`src/rtl/stack_unit.sv`:
```
// stack_unit: parametrised LIFO operand stack with PUSH/POP/DUP/SWAP/REPL1/REPL2/CLEAR.
// Ports:
//   clk, rst (sync active-low), cmd_valid, cmd[2:0], data_in, err_clr
//   -> tos, nos, count, empty, full, ovf_err, unf_err.
// Build option: STACK_ERR_STICKY_EN selects sticky error flags (cleared by err_clr);
//   when it is undefined, the error flags are one-cycle pulses.
module stack_unit #(
    parameter int WIDTH = 8,
    parameter int DEPTH = 16,
    parameter int CW    = $clog2(DEPTH + 1)
) (
    input  logic             clk,
    input  logic             rst,
    input  logic             cmd_valid,
    input  logic [2:0]       cmd,
    input  logic [WIDTH-1:0] data_in,
    input  logic             err_clr,
    output logic [WIDTH-1:0] tos,
    output logic [WIDTH-1:0] nos,
    output logic [CW-1:0]    count,
    output logic             empty,
    output logic             full,
    output logic             ovf_err,
    output logic             unf_err
);

    localparam int AW = $clog2(DEPTH);

    localparam logic [2:0] C_NOP   = 3'd0;
    localparam logic [2:0] C_PUSH  = 3'd1;
    localparam logic [2:0] C_POP   = 3'd2;
    localparam logic [2:0] C_DUP   = 3'd3;
    localparam logic [2:0] C_SWAP  = 3'd4;
    localparam logic [2:0] C_REPL1 = 3'd5;
    localparam logic [2:0] C_REPL2 = 3'd6;
    localparam logic [2:0] C_CLEAR = 3'd7;

    localparam logic [CW-1:0] N_FULL = CW'(DEPTH);
    localparam logic [CW-1:0] N_ONE  = CW'(1);
    localparam logic [CW-1:0] N_TWO  = CW'(2);

    logic [WIDTH-1:0] mem [DEPTH];
    logic [CW-1:0]    cnt;
    logic             ovf_q;
    logic             unf_q;

    // i0: next free slot, i1: top, i2: second from top
    logic [AW-1:0] i0;
    logic [AW-1:0] i1;
    logic [AW-1:0] i2;

    assign i0 = AW'(cnt);
    assign i1 = AW'(cnt - N_ONE);
    assign i2 = AW'(cnt - N_TWO);

    logic             has1;
    logic             has2;
    logic             is_full;

    assign has1    = (cnt != '0);
    assign has2    = (cnt >= N_TWO);
    assign is_full = (cnt == N_FULL);

    // Two write ports so SWAP can exchange both entries in one cycle
    logic             we0;
    logic [AW-1:0]    wa0;
    logic [WIDTH-1:0] wd0;
    logic             we1;
    logic [AW-1:0]    wa1;
    logic [WIDTH-1:0] wd1;
    logic [CW-1:0]    cnt_nxt;
    logic             ovf_now;
    logic             unf_now;

    always_comb begin
        we0     = 1'b0;
        wa0     = i0;
        wd0     = data_in;
        we1     = 1'b0;
        wa1     = i2;
        wd1     = mem[i1];
        cnt_nxt = cnt;
        ovf_now = 1'b0;
        unf_now = 1'b0;
        if (cmd_valid) begin
            unique case (cmd)
                C_NOP: begin
                end
                C_PUSH: begin
                    if (is_full) begin
                        ovf_now = 1'b1;
                    end else begin
                        we0     = 1'b1;
                        wa0     = i0;
                        wd0     = data_in;
                        cnt_nxt = cnt + N_ONE;
                    end
                end
                C_POP: begin
                    if (!has1) unf_now = 1'b1;
                    else       cnt_nxt = cnt - N_ONE;
                end
                C_DUP: begin
                    if (is_full) begin
                        ovf_now = 1'b1;
                    end else if (!has1) begin
                        unf_now = 1'b1;
                    end else begin
                        we0     = 1'b1;
                        wa0     = i0;
                        wd0     = mem[i1];
                        cnt_nxt = cnt + N_ONE;
                    end
                end
                C_SWAP: begin
                    if (!has2) begin
                        unf_now = 1'b1;
                    end else begin
                        we0 = 1'b1;
                        wa0 = i1;
                        wd0 = mem[i2];
                        we1 = 1'b1;
                        wa1 = i2;
                        wd1 = mem[i1];
                    end
                end
                C_REPL1: begin
                    if (!has1) begin
                        unf_now = 1'b1;
                    end else begin
                        we0 = 1'b1;
                        wa0 = i1;
                        wd0 = data_in;
                    end
                end
                C_REPL2: begin
                    if (!has2) begin
                        unf_now = 1'b1;
                    end else begin
                        we0     = 1'b1;
                        wa0     = i2;
                        wd0     = data_in;
                        cnt_nxt = cnt - N_ONE;
                    end
                end
                C_CLEAR: begin
                    cnt_nxt = '0;
                end
                default: begin
                end
            endcase
        end
    end

    // Array is not reset; writes are suppressed while reset is asserted
    always_ff @(posedge clk) begin
        if (rst && we0) mem[wa0] <= wd0;
        if (rst && we1) mem[wa1] <= wd1;
    end

    always_ff @(posedge clk) begin
        if (!rst) begin
            cnt   <= '0;
            ovf_q <= 1'b0;
            unf_q <= 1'b0;
        end else begin
            cnt <= cnt_nxt;
`ifdef STACK_ERR_STICKY_EN
            // A new error outranks a simultaneous clear
            ovf_q <= ovf_now | (ovf_q & ~err_clr);
            unf_q <= unf_now | (unf_q & ~err_clr);
`else
            ovf_q <= ovf_now;
            unf_q <= unf_now;
`endif
        end
    end

`ifndef STACK_ERR_STICKY_EN
    logic unused_err_clr;
    assign unused_err_clr = err_clr;
`endif

    assign tos     = has1 ? mem[i1] : '0;
    assign nos     = has2 ? mem[i2] : '0;
    assign count   = cnt;
    assign empty   = !has1;
    assign full    = is_full;
    assign ovf_err = ovf_q;
    assign unf_err = unf_q;

endmodule

```
`config.mk`:
```
export PLATFORM = sky130hd
export DESIGN_NAME = stack_unit
export DESIGN_NICKNAME = d
export VERILOG_FILES = /design/src/rtl/stack_unit.sv
export SDC_FILE = /design/constraint.sdc
export NUM_CORES = 1
export LEC_CHECK = 0
export ABC_AREA = 1
export CORE_MARGIN = 1
export CORE_UTILIZATION = 50
export DETAILED_ROUTE_END_ITERATION = 7
export PLACE_DENSITY_LB_ADDON = 0.15
export SYNTH_ARGS = -nofsm -noshare
export SYNTH_HDL_FRONTEND = slang
export SYNTH_SLANG_ARGS = --single-unit
export TNS_END_PERCENT = 1
```
`constraint.sdc`:
```
create_clock -name clk -period 5.7 [get_ports clk]
set_clock_uncertainty 0.2 [all_clocks]
set_input_delay 1.14 -clock clk [delete_from_list [all_inputs] [get_ports clk]]
set_output_delay 1.14 -clock clk [all_outputs]
set_load 0.005 [all_outputs]
```
==> flow_summary.ini, run 1 <==
[sta]
rsz0062_at_grt = no
max_slew.worst_pin.slew_ps = 1049
final.hold.worst_slack_ps = 384.9
fin_setup_tns_ps = 0
timing.slew.headroom_pct = 29.98
hold_violation_total_from_the_final_report = 0
setup_violations = 0
post-route-min-period_ps = 4772
max_freq_ghz = 0.2096
min_period_over_period_pct = 83.72
maxSlewViolCount = 0

[clock_tree]
cts_hold_repair.buffers = 0
clkLatencyLatePin_ps = 430
tritoncts = built
post-cts-setup-buffer-count = 0
sinks_on_the_clock_net = 135
path_clk_slew_ps = 60
ctsRootBufferMaster = clkbuf_16
cts_resized = 0
ctsHtreeMaxLevel = 4
cts_made_buffers = 17
cts_max_path_buffers = 2

[yosys]
seq_total_area_yosys_pct = 38.76
postSynth.asyncResetShare_pct = 0
synth_area_um2 = 10280
top_cells_by_area_synth = edfxtp_1 37%, nand2_1 29%, nand3_1 8.8%, inv_1 6.6%, nor2_1 2.5%
post_synth_num_cell_types = 35
post_synth_inst_count = 1575
postSynthRegisterBits = 135
synth_area_per_cell_um2 = 6.525
synthFlopType = edfxtp_1
synth_fp_nets = 1598
synth_largest_type_area_fraction_pct = 37.40
synth_enable_flop_cells = 128
yosysWarnings = 0
most_area_hungry_cell_type_in_the_yosys_netlist = edfxtp_1

[routing]
via_total_after_detailed_routing = 10021
route.final.wire_length_mm = 34.11
wire_per_inst_um = 18.34
drt_iter0_markers = 987
route.detailed.vias_per_inst = 5.388
ant_nets = 0
drc = 0
first_pass_iters = 5

[pwr]
design_power_total_mw = 3.297
power_per_cell_area_nw_per_um2 = 293.3
max-vdd-ir-drop_uv = 219.6
cellLeakagePower_nw = 5.598

[die]
floorplan.die_area_um2 = 21130
io_pins = 40
coreArea_um2 = 20170
dieWidth_um = 145.4
initial_utilization_pct = 50.96
placement_rows = 52
dieHeight_um = 145.4

[setup_path]
crit_buf_inv = 3
crit_path_frequent_cell = nand3_1
timing.critical_path.slowest_stage_cell = inv_1
crit_path_start_kind = flip-flop
timing.critical_path.fanout_max = 24
endpoint_kind = primary output
critPathKind = reg2out
worstPathCellList = clkinv_2, ha_1, inv_1, nand3_1, nand3_1, nand3_1, nand2_1, nor2_1, clkdlybuf4s50_1
cp.arrival_ps = 3430
crit_path_largest_cell_delay_ps = 760
worst-endpoint-required_ps = 4360
crit_family = buffers and inverters

[layout]
flow.area_growth_from_synthesis_pct = 9.374
n_fill_cell = 1970
antennaDiodeCount = 0
layout_common_cells = 794 x nand2_1, 181 x nand3_1, 180 x inv_1, 128 x edfxtp_1, 68 x nor2_1
drive_gt1_share_pct = 7.799
nNetsFinal = 1601
commonest_non_fill_non_tap_cell_in_the_layout = nand2_1

[grt]
number_of_antenna_violations_at_the_first_check_in_global_routing = 0
number_of_global_route_vias_before_repair = 9166
first_pass_grt_wire_length_mm = 52.29
grt_max_degree = 89
globalRoute.totalOverflow = 0
grtUsageTotal_pct = 33.11

[outcome]
run_status = completed

[place]
dpl.hpwl_mm = 22.98
numPortBuffers = 38
gp_congestion = 0.9510

[min_path]
min_path_type = reg2reg

[flow_run]
max_cap_violations = 0
## layout make-up
type / instances / area [um2] / share of cell area [%]
Inverter: 207 / 785.8 / 6.990
Multi-Input combinational cell: 1168 / 5081 / 45.20
Clock inverter: 12 / 152.6 / 1.358
Sequential cell: 135 / 3988 / 35.47
Tap cell: 270 / 337.8 / 3.005
Clock buffer: 19 / 432.9 / 3.851
Timing Repair Buffer: 49 / 462.9 / 4.118
## metrics by stage
stage	area [um2]	utilization, %	setup WS (ps)	instances
final	11240	55.73	928.1	1860
after CTS	11240	55.73	971.6	1860
after floorplan	10280	-	2361	1575
after global placement	10660	52.83	1196	1829
after detailed placement	10660	52.83	1191	1829
after global routing	11240	55.73	814.3	1860
## cells in the mapped netlist (2+ instances only)
library cell	instances
clkbuf_1	4
xor2_1	3
ha_1	8
nand2_2	13
dfxtp_1	7
o21ai_0	25
nor2_1	68
inv_4	3
buf_6	13
xor2_2	3
nor2_4	8
buf_1	3
nand2_1	794
nand2_4	8
buf_2	33
o21ai_1	9
nor3_1	2
nand3_1	181
inv_1	180
inv_2	23
buf_4	12
edfxtp_1	128
a21oi_1	13
nor2_2	23
## kinds of logic after synthesis
group	count (synthesis)	share of synthesized area (%)
simple gates	1099	44.59
buf+inv	272	11.80
flops	135	38.76
compound gates	54	2.873
fa+ha+maj	8	0.9740
xor+xnor	7	0.9984
## routing by layer
metal | GRT usage (%) | vias up | part of all wire, %
met1 | 45.16 | 4559 | 41
met3 | 4.734 | 78 | 9.5
met5 | 0 | - | 0
li1 | - | 4864 | -
met4 | 14.21 | 0 | 3.8
met2 | 52.79 | 520 | 45
## worst min-delay path, cell delays in order, from the launching register on
cell and delay (ps):
dfxtp_4 390, nor2_1 110, a211oi_1 40
## final timing paths
check,start,to,slack [ps],cells after the start
worst min-delay path,count[0],count[0],380,2
worst max register to register,count[0],mem[11][7],1660,11
worst min register to register,count[0],count[0],380,2
worst max-delay path,count[0],tos[3],930,9
## flip-flops by register name (all words and copies together) (netlist names)
| name | flops |
|---|---|
| ovf_err | 1 |
| count | 5 |
| mem | 128 |
| unf_err | 1 |
## power breakdown
group	total [mW]	switching (mW)	internal [mW]
Clock	1.13	0.441	0.684
Sequential	1.12	0.0108	1.11
Combinational	1.05	0.791	0.261
Total	3.30	1.24	2.05
No activity file was read; power rests on OpenSTA's default activity.
==> run 2: changes to the inputs <==
==> constraint.sdc (replaced) <==
create_clock -name clk -period 3.9 [get_ports clk]
set_clock_uncertainty 0.2 [all_clocks]
set_input_delay 0.78 -clock clk [delete_from_list [all_inputs] [get_ports clk]]
set_output_delay 0.78 -clock clk [all_outputs]
set_load 0.005 [all_outputs]
==> run 2 against run 1 <==
Wire length increased by 2.6%. Setup slack got worse by 910 ps. Final cell count grew 2.0%. Global-route usage grew 1.0 points. Via count up 2.6%. Total power up 49%. Sequential cell count unchanged. Clock power rose by 39%.
==> flow_summary.ini, run 2 (same netlist as run 1, synthesis figures left out) <==
[grt]
grt_max_degree = 144
number_of_antenna_violations_at_the_first_check_in_global_routing = 0
first_pass_grt_wire_length_mm = 53.90
grtUsageTotal_pct = 34.14
globalRoute.totalOverflow = 0
number_of_global_route_vias_before_repair = 9462

[setup_path]
endpoint_kind = primary output
crit_path_start_kind = flip-flop
reg_to_reg_critical_path_startpoint = count[2]
cp.arrival_ps = 2900
reg2regPathDepth = 13
critPathLaunch = count[1]
regToRegEndpoint = mem[5][7]
critPathKind = reg2out
timing.critical_path.fanout_max = 24
critical_path.endpoint = tos[5]
r2r_setup_slack_ps = 670
worst-endpoint-required_ps = 2920

[clock_tree]
cts_max_path_buffers = 2
ctsRootBufferMaster = clkbuf_16
cts_made_buffers = 17
cts_hold_repair.buffers = 0
path_clk_slew_ps = 70
tritoncts = built
clkLatencyLatePin_ps = 440
ctsHtreeMaxLevel = 4
sinks_on_the_clock_net = 135

[die]
placement_rows = 52
floorplan.die_area_um2 = 21130
initial_utilization_pct = 50.96
coreArea_um2 = 20170
io_pins = 40
dieHeight_um = 145.4
dieWidth_um = 145.4

[layout]
largest_reg_flops = 128
n_fill_cell = 1924
final_design_area_no_fill_um2 = 11650
drive_gt1_share_pct = 10.76
antennaDiodeCount = 0
commonest_non_fill_non_tap_cell_in_the_layout = nand2_1
registers.top_by_ff_count = mem
utilization_pct = 57.77
nNetsFinal = 1637
flow.area_growth_from_synthesis_pct = 13.38
layout_common_cells = 792 x nand2_1, 180 x inv_1, 174 x nand3_1, 128 x edfxtp_1, 66 x nor2_1

[place]
dpl.hpwl_mm = 23.29
numPortBuffers = 38
gp_congestion = 0.9827
postPlaceCellArea_um2 = 10950

[sta]
setup_violations = 0
min_period_over_period_pct = 99.53
maxSlewViolCount = 0
timing.slew.headroom_pct = 44.65
max_slew.worst_pin.slew_ps = 829.4
rsz0062_at_grt = yes
max_freq_ghz = 0.2576
hold_violation_total_from_the_final_report = 0
post-route-min-period_ps = 3882

[routing]
drc = 0
route.detailed.vias_per_inst = 5.418
via_total_after_detailed_routing = 10277
wire_per_inst_um = 18.45
route.final.wire_length_mm = 35.01
ant_nets = 0
drt_iter0_markers = 1030
first_pass_iters = 5

[min_path]
min_path_type = reg2reg
min_path_cells = 2

[pwr]
cellLeakagePower_nw = 5.822
design_power_total_mw = 4.903
power_per_cell_area_nw_per_um2 = 420.8
max-vdd-ir-drop_uv = 309.9

[flow_run]
max_cap_violations = 0

[outcome]
run_status = completed
run 2: how the worst min path moves through the flow:
stage               end  slack (ps)     start
2_1_floorplan   ovf_err         370  count[4]
3_3_place_gp   count[2]         440  count[2]
3_5_place_dp    ovf_err         450  count[4]
4_1_cts        count[2]         470  count[2]
5_1_grt        count[4]         490  count[4]
6_report        ovf_err         470  count[4]
run 2: layout make-up:
cell class	count	area [um2]	area share [%]
clock buffers	18	429.2	3.683
clock inverters	14	127.6	1.095
inverters	207	789.5	6.775
multi-input cells	1168	5174	44.40
flip-flops and latches	135	3988	34.22
well taps	270	337.8	2.899
repair buffers	85	807.0	6.926
run 2: repair_timing:
item,in CTS,in global routing
endpoints found under the setup margin,9,15
cloned,1,0
pin swaps,1,0
gates resized for setup,7,14
setup buffers,1,0
run 2: power breakdown:
part | switching (mW) | internal, mW | total, mW
Clock | 0.693 | 0.882 | 1.57
Sequential | 0.0105 | 1.62 | 1.63
Combinational | 1.20 | 0.496 | 1.70
Total | 1.91 | 3.00 | 4.90
run 2: routing by layer:
| layer | wire [um] | part of all wire [%] | vias to the layer above | GRT usage (%) |
|---|---|---|---|---|
| met1 | 14240 | 41 | 4660 | 45.68 |
| li1 | - | - | 4943 | - |
| met3 | 3623 | 10 | 101 | 6.238 |
| met5 | 0 | 0 | - | 0 |
| met2 | 15430 | 44 | 573 | 52.86 |
| met4 | 1713 | 4.9 | 0 | 18.05 |
run 2: through the flow:
stage	worst slack [ps]	setup TNS [ps]	cells	hold slack [ps]
6_report	18.14	0	1897	468.1
2_1_floorplan	655.8	0	1575	366.4
5_1_grt	-44.04	-157.8	1897	491.2
3_3_place_gp	288.3	0	1863	443.7
3_5_place_dp	271.2	0	1863	454.4
4_1_cts	15.10	0	1897	465.7
run 2: worst max-delay path, cell delays in order, from the launching register on:
cell	delay [ps]
dfxtp_1	370
inv_2	90
buf_4	210
ha_4	320
inv_1	50
buf_6	180
nand3_1	140
nand3_1	160
nand3_1	170
nand2_1	130
nor2_1	100
clkdlybuf4s50_1	510
==> run 3: changes to the inputs <==
--- a/config.mk
+++ b/config.mk
@@ -9,7 +9,7 @@
 export CORE_MARGIN = 1
 export CORE_UTILIZATION = 50
 export DETAILED_ROUTE_END_ITERATION = 7
-export PLACE_DENSITY_LB_ADDON = 0.15
+export PLACE_DENSITY = 0.69
 export SYNTH_ARGS = -nofsm -noshare
 export SYNTH_HDL_FRONTEND = slang
 export SYNTH_SLANG_ARGS = --single-unit
==> run 3 against run 2 <==
Cell area shrank 0.31%. Worst hold slack lost 87 ps. Global-route usage shrank 0.72 points. Critical endpoint is now tos[3]. Largest cell class unchanged.
==> flow_summary.ini, run 3 (same netlist as run 1, synthesis figures left out) <==
[setup_path]
crit_buf_inv = 4
cp.arrival_ps = 2810
critPathKind = reg2out
endpoint_kind = primary output
reg2regPathDepth = 13
r2r_setup_slack_ps = 270
timing.critical_path.fanout_max = 17
crit_family = buffers and inverters
crit_path_frequent_cell = nand3_1
worst-endpoint-required_ps = 2920
worstPathCellList = clkinv_2, ha_1, xnor2_4, buf_12, inv_6, nand3_1, nand3_1, nand2_1, nor2_1, clkdlybuf4s50_1
reg_to_reg_critical_path_startpoint = count[0]
crit_path_largest_cell_delay_ps = 530
timing.critical_path.slowest_stage_cell = clkdlybuf4s50_1
crit_path_start_kind = flip-flop
regToRegEndpoint = mem[5][1]
timing.critical_path.depth = 10

[sta]
rsz0062_at_grt = no
min_period_over_period_pct = 97.11
worst_slack_ps = 112.8
hold_violation_total_from_the_final_report = 0
final.hold.worst_slack_ps = 381.3
post-route-min-period_ps = 3787
setup_violations = 0
maxSlewViolCount = 0
timing.slew.headroom_pct = 42.94
max_slew.worst_pin.slew_ps = 854.9
max_freq_ghz = 0.2640

[place]
numPortBuffers = 38
gp_congestion = 0.9431
dpl.hpwl_mm = 23.29
place.detailed.instances = 1870
place_ws_ps = 254.9

[pwr]
power.clock.fraction_pct = 32.5
power_per_cell_area_nw_per_um2 = 422.8
seq_power_share_pct = 33.3
cell_internal_pwr_mw = 3.045
cellLeakagePower_nw = 5.835
power.share.combinational_pct = 34.2
max-vdd-ir-drop_uv = 327.1
design_power_total_mw = 4.911
switchingPower_mw = 1.866
power.share.switching_pct = 38.00

[clock_tree]
cts_max_path_buffers = 2
path_clk_slew_ps = 60
clkLatencyLatePin_ps = 440
ctsHtreeMaxLevel = 4
tritoncts = built
ctsRootBufferMaster = clkbuf_16
sinks_on_the_clock_net = 135
cts_made_buffers = 17

[min_path]
holdPathEnd = count[0]
min_path_type = reg2reg
min_path_cells = 2
min-delay-start = count[0]

[routing]
ant_nets = 0
route.detailed.vias_per_inst = 5.343
drt_iter0_markers = 1431
route.final.wire_length_mm = 34.63
via_total_after_detailed_routing = 10190
drc = 0
first_pass_iters = 7
wire_per_inst_um = 18.16

[die]
placement_rows = 52
dieWidth_um = 145.4
dieHeight_um = 145.4
initial_utilization_pct = 50.96
floorplan.die_area_um2 = 21130
coreArea_um2 = 20170
io_pins = 40

[layout]
largest_reg_flops = 128
flow.area_growth_from_synthesis_pct = 13.03
instances_no_fill = 1907
commonest_non_fill_non_tap_cell_in_the_layout = nand2_1
utilization_pct = 57.59
drive_gt1_share_pct = 10.45
layout_common_cells = 793 x nand2_1, 181 x nand3_1, 180 x inv_1, 128 x edfxtp_1, 68 x nor2_1
nNetsFinal = 1647
registers.top_by_ff_count = mem
antennaDiodeCount = 0

[grt]
grt_max_degree = 77
number_of_antenna_violations_at_the_first_check_in_global_routing = 0
number_of_global_route_vias_before_repair = 9313
grtUsageTotal_pct = 33.42
first_pass_grt_wire_length_mm = 53.16
globalRoute.totalOverflow = 0

[flow_run]
max_cap_violations = 0

[outcome]
run_status = completed
[run 3: power groups by stage]
stage | sequential, mW | clock, mW | combinational [mW]
floorplan | 1.66 | 0 | 0.943
global placement | 1.66 | 0 | 1.59
detailed placement | 1.66 | 0 | 1.60
CTS | 1.63 | 1.59 | 1.63
global route | 1.64 | 1.64 | 1.79
finish | 1.64 | 1.59 | 1.68
[run 3: cell type report]
type                       count  area, um2
tap                          270      337.8
fill                        1949       8553
clock inverter                13      130.1
clock buffer                  19      432.9
timing repair buffer          95      832.0
sequential                   135       3989
multi-input combinational   1168       5106
inverter                     207      788.3
[run 3: per-layer routing]
metal	vias up	share of wire (%)	wire length, um	global-route usage (%)
li1	4957	-	-	-
met1	4591	40	13740	44.86
met2	548	46	15910	53.00
met3	94	9.1	3156	3.511
met4	0	5.3	1820	18.79
met5	-	0	0	0
[run 3: worst min-delay path, stage by stage (launching register included)]
cell	delay [ps]
dfxtp_4	380
nor2_1	100
a211oi_1	60
[run 3: repair_timing]
item	in CTS	in global routing
hold buffers	0	0
endpoints found under the setup margin	8	8
setup buffers	2	3
pin swaps	1	2
gates resized for setup	3	8
[run 3: metrics by stage]
stage | TNS (ps) | instance area (um2)
2_1_floorplan | 0 | 10280
3_3_place_gp | 0 | 10960
3_5_place_dp | 0 | 10960
4_1_cts | -20.32 | 11570
5_1_grt | 0 | 11620
6_report | 0 | 11620
[run 3: worst max-delay path by stage]
stage          startpoint         to  slack (ps)
5_1_grt          count[0]  mem[4][6]         0.4
3_5_place_dp       cmd[2]  mem[4][7]         250
4_1_cts          count[2]     nos[1]         -10
3_3_place_gp       cmd[2]  mem[4][1]         310
2_1_floorplan    count[1]  mem[2][0]         660
6_report         count[0]     tos[3]         110
